### config.mk
export PLATFORM = sky130hd
export DESIGN_NAME = ysyx_041514_csr_regfile
export DESIGN_NICKNAME = d
export VERILOG_FILES = /design/src/rtl/ysyx_041514_csr_regfile_pkg.sv /design/src/rtl/ysyx_041514_csr_regfile_counter.sv /design/src/rtl/ysyx_041514_csr_regfile.sv
export SDC_FILE = /design/constraint.sdc
export NUM_CORES = 1
export LEC_CHECK = 0
export BUFFER_PORTS_ARGS = -buffer_cell sky130_fd_sc_hd__buf_2
export CELL_PAD_IN_SITES_DETAIL_PLACEMENT = 2
export CELL_PAD_IN_SITES_GLOBAL_PLACEMENT = 2
export CORE_MARGIN = 2
export CORE_UTILIZATION = 36
export CTS_CLUSTER_SIZE = 10
export DETAILED_ROUTE_END_ITERATION = 6
export PLACE_DENSITY = 0.95
export SYNTH_ARGS = -nofsm -noshare
export SYNTH_HDL_FRONTEND = slang
export SYNTH_SLANG_ARGS = --single-unit
### constraint.sdc
create_clock -name clk -period 25.5 [get_ports clk]
set_input_delay 3.825 -clock clk [delete_from_list [all_inputs] [get_ports clk]]
set_output_delay 3.825 -clock clk [all_outputs]
set_load 0.01 [all_outputs]
### src/rtl/ysyx_041514_csr_regfile_pkg.sv
// Shared definitions for the machine-mode CSR register file.
// Holds the CSR address map, mstatus/mie/mip bit positions, write masks,
// the read-only misa value, trap cause codes, and helpers that decode a CSR
// address and apply the per-register write mask.
package ysyx_041514_csr_regfile_pkg;

   localparam int unsigned XLEN         = 64;
   localparam int unsigned CSR_ADDR_LEN = 12;

   localparam logic [XLEN-1:0] MISA_VAL = 64'h8000_0000_0014_1101;

   // CSR address map
   localparam logic [CSR_ADDR_LEN-1:0] CSR_MSTATUS  = 12'h300;
   localparam logic [CSR_ADDR_LEN-1:0] CSR_MISA     = 12'h301;
   localparam logic [CSR_ADDR_LEN-1:0] CSR_MIE      = 12'h304;
   localparam logic [CSR_ADDR_LEN-1:0] CSR_MTVEC    = 12'h305;
   localparam logic [CSR_ADDR_LEN-1:0] CSR_MSCRATCH = 12'h340;
   localparam logic [CSR_ADDR_LEN-1:0] CSR_MEPC     = 12'h341;
   localparam logic [CSR_ADDR_LEN-1:0] CSR_MCAUSE   = 12'h342;
   localparam logic [CSR_ADDR_LEN-1:0] CSR_MIP      = 12'h344;
   localparam logic [CSR_ADDR_LEN-1:0] CSR_MCYCLE   = 12'hB00;
   localparam logic [CSR_ADDR_LEN-1:0] CSR_MINSTRET = 12'hB02;
   localparam logic [CSR_ADDR_LEN-1:0] CSR_MHARTID  = 12'hF14;

   // Bit positions
   localparam int unsigned MSTATUS_MIE_BIT  = 3;
   localparam int unsigned MSTATUS_MPIE_BIT = 7;
   localparam int unsigned MIE_MTIE_BIT     = 7;
   localparam int unsigned MIP_MTIP_BIT     = 7;

   // Write masks and hardwired fields
   localparam logic [XLEN-1:0] MSTATUS_WMASK   = 64'h0000_0000_0000_0088;
   localparam logic [XLEN-1:0] MSTATUS_MPP_VAL = 64'h0000_0000_0000_1800;
   localparam logic [XLEN-1:0] MSTATUS_RST     = 64'h0000_0000_0000_1800;
   localparam logic [XLEN-1:0] MIE_WMASK       = 64'h0000_0000_0000_0080;
   localparam logic [XLEN-1:0] MTVEC_WMASK     = 64'hFFFF_FFFF_FFFF_FFFC;
   localparam logic [XLEN-1:0] MEPC_WMASK      = 64'hFFFF_FFFF_FFFF_FFFE;

   // Trap cause codes
   localparam logic [XLEN-1:0] CAUSE_MTI     = 64'h8000_0000_0000_0007;
   localparam logic [XLEN-1:0] CAUSE_ECALL_M = 64'd11;

   typedef enum logic [3:0] {
      SEL_NONE,
      SEL_MSTATUS,
      SEL_MISA,
      SEL_MIE,
      SEL_MTVEC,
      SEL_MSCRATCH,
      SEL_MEPC,
      SEL_MCAUSE,
      SEL_MIP,
      SEL_MCYCLE,
      SEL_MINSTRET,
      SEL_MHARTID
   } csr_sel_e;

   // Map a CSR address onto the implemented register it selects.
   function automatic csr_sel_e csr_decode(logic [CSR_ADDR_LEN-1:0] addr);
      case (addr)
         CSR_MSTATUS:  return SEL_MSTATUS;
         CSR_MISA:     return SEL_MISA;
         CSR_MIE:      return SEL_MIE;
         CSR_MTVEC:    return SEL_MTVEC;
         CSR_MSCRATCH: return SEL_MSCRATCH;
         CSR_MEPC:     return SEL_MEPC;
         CSR_MCAUSE:   return SEL_MCAUSE;
         CSR_MIP:      return SEL_MIP;
         CSR_MCYCLE:   return SEL_MCYCLE;
         CSR_MINSTRET: return SEL_MINSTRET;
         CSR_MHARTID:  return SEL_MHARTID;
         default:      return SEL_NONE;
      endcase
   endfunction

   // Top two address bits set marks a read-only CSR.
   function automatic logic csr_is_ro(logic [CSR_ADDR_LEN-1:0] addr);
      return (addr[11:10] == 2'b11);
   endfunction

   // Value the selected CSR reads back as after a write of wdata.
   function automatic logic [XLEN-1:0] csr_wview(csr_sel_e sel, logic [XLEN-1:0] wdata);
      case (sel)
         SEL_MSTATUS: return MSTATUS_MPP_VAL | (wdata & MSTATUS_WMASK);
         SEL_MISA:    return MISA_VAL;
         SEL_MIE:     return wdata & MIE_WMASK;
         SEL_MTVEC:   return wdata & MTVEC_WMASK;
         SEL_MEPC:    return wdata & MEPC_WMASK;
         SEL_MIP:     return '0;
         SEL_MHARTID: return '0;
         default:     return wdata;
      endcase
   endfunction

endpackage

### src/rtl/ysyx_041514_csr_regfile_counter.sv
// 64-bit CSR counter (mcycle / minstret) with load taking priority over
// increment; wraps naturally from all-ones to zero.
// Ports: clk, rst (async active-high), inc_en, load_en, load_data, count.
module ysyx_041514_csr_counter #(
   parameter int unsigned WIDTH = 64
) (
   input  logic             clk,
   input  logic             rst,
   input  logic             inc_en,
   input  logic             load_en,
   input  logic [WIDTH-1:0] load_data,
   output logic [WIDTH-1:0] count
);

   // Load wins over increment in the same cycle.
   always_ff @(posedge clk or posedge rst) begin
      if (rst) begin
         count <= '0;
      end else if (load_en) begin
         count <= load_data;
      end else if (inc_en) begin
         count <= count + WIDTH'(1);
      end
   end

endmodule

### src/rtl/ysyx_041514_csr_regfile.sv
// Machine-mode CSR register file.
// Provides the combinational CSR read path for execute, commits CSR writes at
// writeback, owns trap entry/exit state, mcycle/minstret, and timer-interrupt
// pending; drives the trap vector and mret target to fetch redirect.
// Optional macro YSYX_041514_CSR_BYPASS_EN: forwards a same-cycle legal CSR
// write to the read port (except mip and mcycle).
module ysyx_041514_csr_regfile
   import ysyx_041514_csr_regfile_pkg::*;
(
   input  logic                    clk,
   input  logic                    rst,
   input  logic [CSR_ADDR_LEN-1:0] csr_raddr_i,
   output logic [XLEN-1:0]         csr_rdata_o,
   output logic                    csr_rillegal_o,
   input  logic [CSR_ADDR_LEN-1:0] csr_waddr_i,
   input  logic [XLEN-1:0]         csr_wdata_i,
   input  logic                    csr_wen_i,
   output logic                    csr_willegal_o,
   input  logic                    retire_i,
   input  logic                    trap_valid_i,
   input  logic [XLEN-1:0]         trap_cause_i,
   input  logic [XLEN-1:0]         trap_pc_i,
   input  logic                    mret_i,
   input  logic                    timer_irq_i,
   output logic [XLEN-1:0]         trap_vector_o,
   output logic [XLEN-1:0]         mret_pc_o,
   output logic                    irq_pending_o
);

   logic            mstatus_mie;
   logic            mstatus_mpie;
   logic            mie_mtie;
   logic            mip_mtip;
   logic [XLEN-1:0] mtvec;
   logic [XLEN-1:0] mscratch;
   logic [XLEN-1:0] mepc;
   logic [XLEN-1:0] mcause;
   logic [XLEN-1:0] mcycle;
   logic [XLEN-1:0] minstret;

   csr_sel_e        rsel;
   csr_sel_e        wsel;
   logic            wr_en;
   logic [XLEN-1:0] wview;
   logic [XLEN-1:0] mstatus_val;
   logic [XLEN-1:0] rdata_reg;

   assign rsel  = csr_decode(csr_raddr_i);
   assign wsel  = csr_decode(csr_waddr_i);
   assign wview = csr_wview(wsel, csr_wdata_i);

   assign csr_willegal_o = csr_wen_i & ((wsel == SEL_NONE) | csr_is_ro(csr_waddr_i));

   // A CSR write only commits when legal and no trap/mret claims the cycle.
   assign wr_en = csr_wen_i & ~csr_willegal_o & ~trap_valid_i & ~mret_i;

   assign mstatus_val = MSTATUS_MPP_VAL
                      | (XLEN'(mstatus_mpie) << MSTATUS_MPIE_BIT)
                      | (XLEN'(mstatus_mie)  << MSTATUS_MIE_BIT);

   // Read mux from current register state.
   always_comb begin
      rdata_reg      = '0;
      csr_rillegal_o = 1'b0;
      case (rsel)
         SEL_MSTATUS:  rdata_reg = mstatus_val;
         SEL_MISA:     rdata_reg = MISA_VAL;
         SEL_MIE:      rdata_reg = XLEN'(mie_mtie) << MIE_MTIE_BIT;
         SEL_MTVEC:    rdata_reg = mtvec;
         SEL_MSCRATCH: rdata_reg = mscratch;
         SEL_MEPC:     rdata_reg = mepc;
         SEL_MCAUSE:   rdata_reg = mcause;
         SEL_MIP:      rdata_reg = XLEN'(mip_mtip) << MIP_MTIP_BIT;
         SEL_MCYCLE:   rdata_reg = mcycle;
         SEL_MINSTRET: rdata_reg = minstret;
         SEL_MHARTID:  rdata_reg = '0;
         default:      csr_rillegal_o = 1'b1;
      endcase
   end

`ifdef YSYX_041514_CSR_BYPASS_EN
   logic bypass;

   // mip tracks the timer line and mcycle ticks, so neither is forwarded.
   assign bypass = wr_en & (csr_raddr_i == csr_waddr_i)
                 & (wsel != SEL_MIP) & (wsel != SEL_MCYCLE);
   assign csr_rdata_o = bypass ? wview : rdata_reg;
`else
   assign csr_rdata_o = rdata_reg;
`endif

   // Trap / mret / CSR-write state, in that priority order.
   always_ff @(posedge clk or posedge rst) begin
      if (rst) begin
         mstatus_mie  <= 1'b0;
         mstatus_mpie <= 1'b0;
         mie_mtie     <= 1'b0;
         mip_mtip     <= 1'b0;
         mtvec        <= '0;
         mscratch     <= '0;
         mepc         <= '0;
         mcause       <= '0;
      end else begin
         mip_mtip <= timer_irq_i;
         if (trap_valid_i) begin
            mepc         <= trap_pc_i & MEPC_WMASK;
            mcause       <= trap_cause_i;
            mstatus_mpie <= mstatus_mie;
            mstatus_mie  <= 1'b0;
         end else if (mret_i) begin
            mstatus_mie  <= mstatus_mpie;
            mstatus_mpie <= 1'b1;
         end else if (wr_en) begin
            case (wsel)
               SEL_MSTATUS: begin
                  mstatus_mie  <= wview[MSTATUS_MIE_BIT];
                  mstatus_mpie <= wview[MSTATUS_MPIE_BIT];
               end
               SEL_MIE:      mie_mtie <= wview[MIE_MTIE_BIT];
               SEL_MTVEC:    mtvec    <= wview;
               SEL_MSCRATCH: mscratch <= wview;
               SEL_MEPC:     mepc     <= wview;
               SEL_MCAUSE:   mcause   <= wview;
               default:      ;
            endcase
         end
      end
   end

   ysyx_041514_csr_counter #(.WIDTH(XLEN)) u_mcycle (
      .clk       (clk),
      .rst       (rst),
      .inc_en    (1'b1),
      .load_en   (wr_en & (wsel == SEL_MCYCLE)),
      .load_data (csr_wdata_i),
      .count     (mcycle)
   );

   // A trapping instruction does not retire.
   ysyx_041514_csr_counter #(.WIDTH(XLEN)) u_minstret (
      .clk       (clk),
      .rst       (rst),
      .inc_en    (retire_i & ~trap_valid_i),
      .load_en   (wr_en & (wsel == SEL_MINSTRET)),
      .load_data (csr_wdata_i),
      .count     (minstret)
   );

   assign trap_vector_o = {mtvec[XLEN-1:2], 2'b00};
   assign mret_pc_o     = mepc;
   assign irq_pending_o = mstatus_mie & mie_mtie & mip_mtip;

endmodule
==> results.py <==
metrics = {
    "cts": {
        "cts_tree": "yes",
        "ctsResizeCount": 0,
        "clock_latency_ns": 0.60,
        "htree_levels": 2,
        "cts_setup_buffers": 0,
        "cts.sinks": 388,
        "clkTransAtPathRegs_ns": 0.06,
        "cts_root_buffer": "clkbuf_16",
        "cts_buffer_depth": 3,
        "hold_buffers": 0,
        "cts_buffers": 47,
    },
    "outcome": {
        "status": "complete, but fails checks",
        "violations": "DRC",
    },
    "setup_path": {
        "critPathArrivalTime_ns": 7.58,
        "critPathLaunchType": "input port",
        "cp.required_ns": 21.67,
        "slowest_stage": "buf_4",
        "cp_max_fo": 61,
        "cp-end-kind": "output port",
        "cp.buffers_inverters": 4,
        "worstPathCellList": "buf_2 -> nand4bb_1 -> nor4_4 -> buf_4 -> nand2b_1 -> or2_2 -> buf_4 -> o21ai_0 -> a221o_1 -> buf_2",
        "critPathKind": "in -> out",
        "reg2reg_slack_ns": 22.05,
        "slowest_delay_ns": 0.73,
        "path_delay_family": "simple AND/OR/NAND/NOR gates",
    },
    "synth": {
        "synth_cell_types": 83,
        "synth_seq_area_share_pct": 43.8,
        "avgSynthCellArea_um2": 8.49,
        "ys_top_cells_by_count": "dfrtp_1 (388), nor2_1 (274), o21ai_0 (243), nand2_1 (196), nand3_1 (171)",
        "synthesis.area_um2": 22200,
        "synth_flop_cell": "dfrtp_1",
        "yosysMostFrequentCell": "dfrtp_1",
        "synth_top_area_cell": "dfrtp_1",
        "ys_warn_count": 0,
        "async_flop_share_pct": 100,
        "synth_edf_count": 0,
        "ys_ff_latch": 388,
        "synthCells": 2611,
        "synthTopCellsByArea": "dfrtp_1 (44%), o21ai_0 (5.5%), nor2_1 (4.6%)",
        "synth.top_cell.area_share_pct": 43.8,
    },
    "power_and_ir_drop": {
        "power_density_nw_per_um2": 57.6,
        "leakage_nw": 11.4,
        "power_mw": 1.47,
        "peakVddDrop_v": 0.0000448,
    },
    "layout": {
        "final_cells": 3632,
        "drive_gt1_share_pct": 19.3,
        "nets": 3056,
        "seqCellArea_um2": 9710,
        "utilization_pct": 42.2,
        "multi_input_area_um2": 10600,
        "n_fill_cell": 6660,
        "areaGrowthSynthToFinish_pct": 15.4,
    },
    "die": {
        "ios": 418,
        "die_h_um": 252,
        "fp.coreArea_um2": 60600,
        "rows": 90,
        "initial_core_util_pct": 36.6,
        "die_area_um2": 63600,
        "die_w_um": 252,
    },
    "global_route": {
        "grt.total_usage_pct": 32.8,
        "grt_pass1_wl_um": 162000,
        "grt_max_degree": 135,
        "grt_remaining_overflow": 0,
        "grt_pass1_vias": 25600,
        "grt_antenna_before_repair": 3,
    },
    "sta": {
        "rsz0062_at_grt": "false",
        "period_minus_slack_ns": 11.41,
        "hold_violations": 0,
        "period_share_pct": 44.7,
        "fin_skew_ns": 0.0321,
        "setup_violations": 0,
        "fmax_mhz": 87.7,
        "slew_headroom_pct": 19.4,
        "drv_slew": 0,
        "worstMarginPinSlew_ns": 1.21,
        "fin_tns_setup_ns": 0,
        "timing.hold.ws_ns": 0.485,
    },
    "placed_design": {
        "hpwl_um": 69600,
        "portBuffers": 414,
        "place_inst": 3564,
        "place_congestion": 0.879,
    },
    "routing": {
        "wl_per_cell_um": 29.2,
        "vias": 23000,
        "vias_per_cell": 6.34,
        "wirelength_um": 106000,
        "drt_iter0_drc": 2153,
        "drc": 1,
        "ant_nets": 0,
        "dr.pass1.iters": 7,
    },
    "min_path": {
        "min_path_type": "reg -> reg",
    },
    "job": {
        "max_cap_violations": 0,
    },
}
## metal layers
metal	wire length (um)	up-vias	GRT usage [%]
li1	-	9712	-
met5	0	-	0
met3	6110	289	4.97
met2	52900	1016	56.6
met1	42200	12000	40.4
met4	4680	0	15.2
## layout by cell type, fill, tap and decap left out, types with 4 or more instances in the layout
| cell type | synthesis | layout |
|---|---|---|
| nand4_1 | 42 | 42 |
| a211o_1 | 8 | 7 |
| and2_1 | 5 | 5 |
| nor2b_1 | 7 | 7 |
| nor2_1 | 274 | 273 |
| or2_2 | 3 | 5 |
| a221o_1 | 62 | 62 |
| clkbuf_1 | 166 | 8 |
| o21a_1 | 4 | 4 |
| o31ai_1 | 5 | 5 |
| nand3_1 | 171 | 169 |
| buf_4 | 67 | 35 |
| nor3_1 | 96 | 96 |
| o21ai_1 | 31 | 31 |
| xnor2_1 | 62 | 62 |
| buf_2 | 25 | 414 |
| and3_1 | 24 | 24 |
| nand4bb_1 | 5 | 5 |
| clkbuf_8 | 0 | 5 |
| or3_1 | 12 | 11 |
| a222oi_1 | 60 | 60 |
| or3_4 | 3 | 4 |
| nand2b_1 | 7 | 6 |
| a31oi_1 | 124 | 124 |
| o21ai_0 | 243 | 243 |
| a22oi_1 | 6 | 6 |
| xor2_1 | 63 | 63 |
| nor4_1 | 21 | 21 |
| and4_1 | 13 | 13 |
| dfrtp_1 | 388 | 388 |
| clkbuf_16 | 0 | 48 |
| inv_1 | 134 | 133 |
| nand2_1 | 196 | 196 |
| a21o_1 | 61 | 60 |
| a21oi_1 | 127 | 127 |
## tightest hold or removal path, stage by stage, from the launching register on
cell	delay (ns)
dfrtp_1	0.34
nand2_1	0.05
o21ai_0	0.06
## through the flow
step	worst slack (ns)	cell area, um^2
2_1_floorplan	10.89	22200
3_3_place_gp	14.35	24200
3_5_place_dp	14.21	24200
4_1_cts	14.17	25600
5_1_grt	13.97	25600
6_report	14.09	25600
## flip-flops by register name, summed over array words and instances, names as in the netlist
register and count:
u_mcycle.count 64, mscratch 64, mcause 64, mtvec 64
mstatus_mpie 1, mip_mtip 1, mie_mtie 1, mret_pc_o 64
u_minstret.count 64, mstatus_mie 1
## worst paths after layout
check	start	depth (start not counted)	endpoint
setup / recovery	csr_raddr_i[5]	10	csr_rdata_o[60]
hold / removal	mscratch[44]$_DFFE_PP0P_	2	mscratch[44]$_DFFE_PP0P_
setup reg to reg	u_mcycle.count[11]$_DFF_PP0_	6	u_mcycle.count[47]$_DFF_PP0_
hold reg to reg	mscratch[44]$_DFFE_PP0P_	2	mscratch[44]$_DFFE_PP0P_
max in group asynchronous	rst	5	u_mcycle.count[44]$_DFF_PP0_
min in group asynchronous	rst	2	mip_mtip$_DFF_PP0_
## area by class of cell
class | instances | share of cell area (%)
diodes | 2 | 0.0196
clock buffers | 61 | 5.08
clock inverters | 5 | 0.391
inverters | 136 | 2.04
multi-input cells | 1809 | 41.6
flip-flops and latches | 388 | 37.9
well taps | 782 | 3.82
repair buffers | 449 | 9.13
## kinds of logic (layout without fill, tap and decap cells)
logic type | count (synthesis) | count (layout) | share of synthesized area, %
AOI/OAI and AO/OA | 761 | 761 | 22.2
xor gates and xnor gates | 125 | 125 | 4.94
adders and majority gates | 2 | 2 | 0.113
buffers and inverters | 415 | 651 | 8.77
DFF | 388 | 388 | 43.8
muxes | 5 | 5 | 0.237
other | 1 | 4 | 0.0169
and+or+nand+nor | 914 | 914 | 19.9
## power by group
part	total (mW)	leakage, nW	internal, mW	switching (mW)
Combinational	0.138	5.95	0.0474	0.0906
Sequential	0.679	4.80	0.645	0.0343
Clock	0.658	0.684	0.373	0.284
Total	1.47	11.4	1.07	0.409
Power figures use the tool's default switching activity.
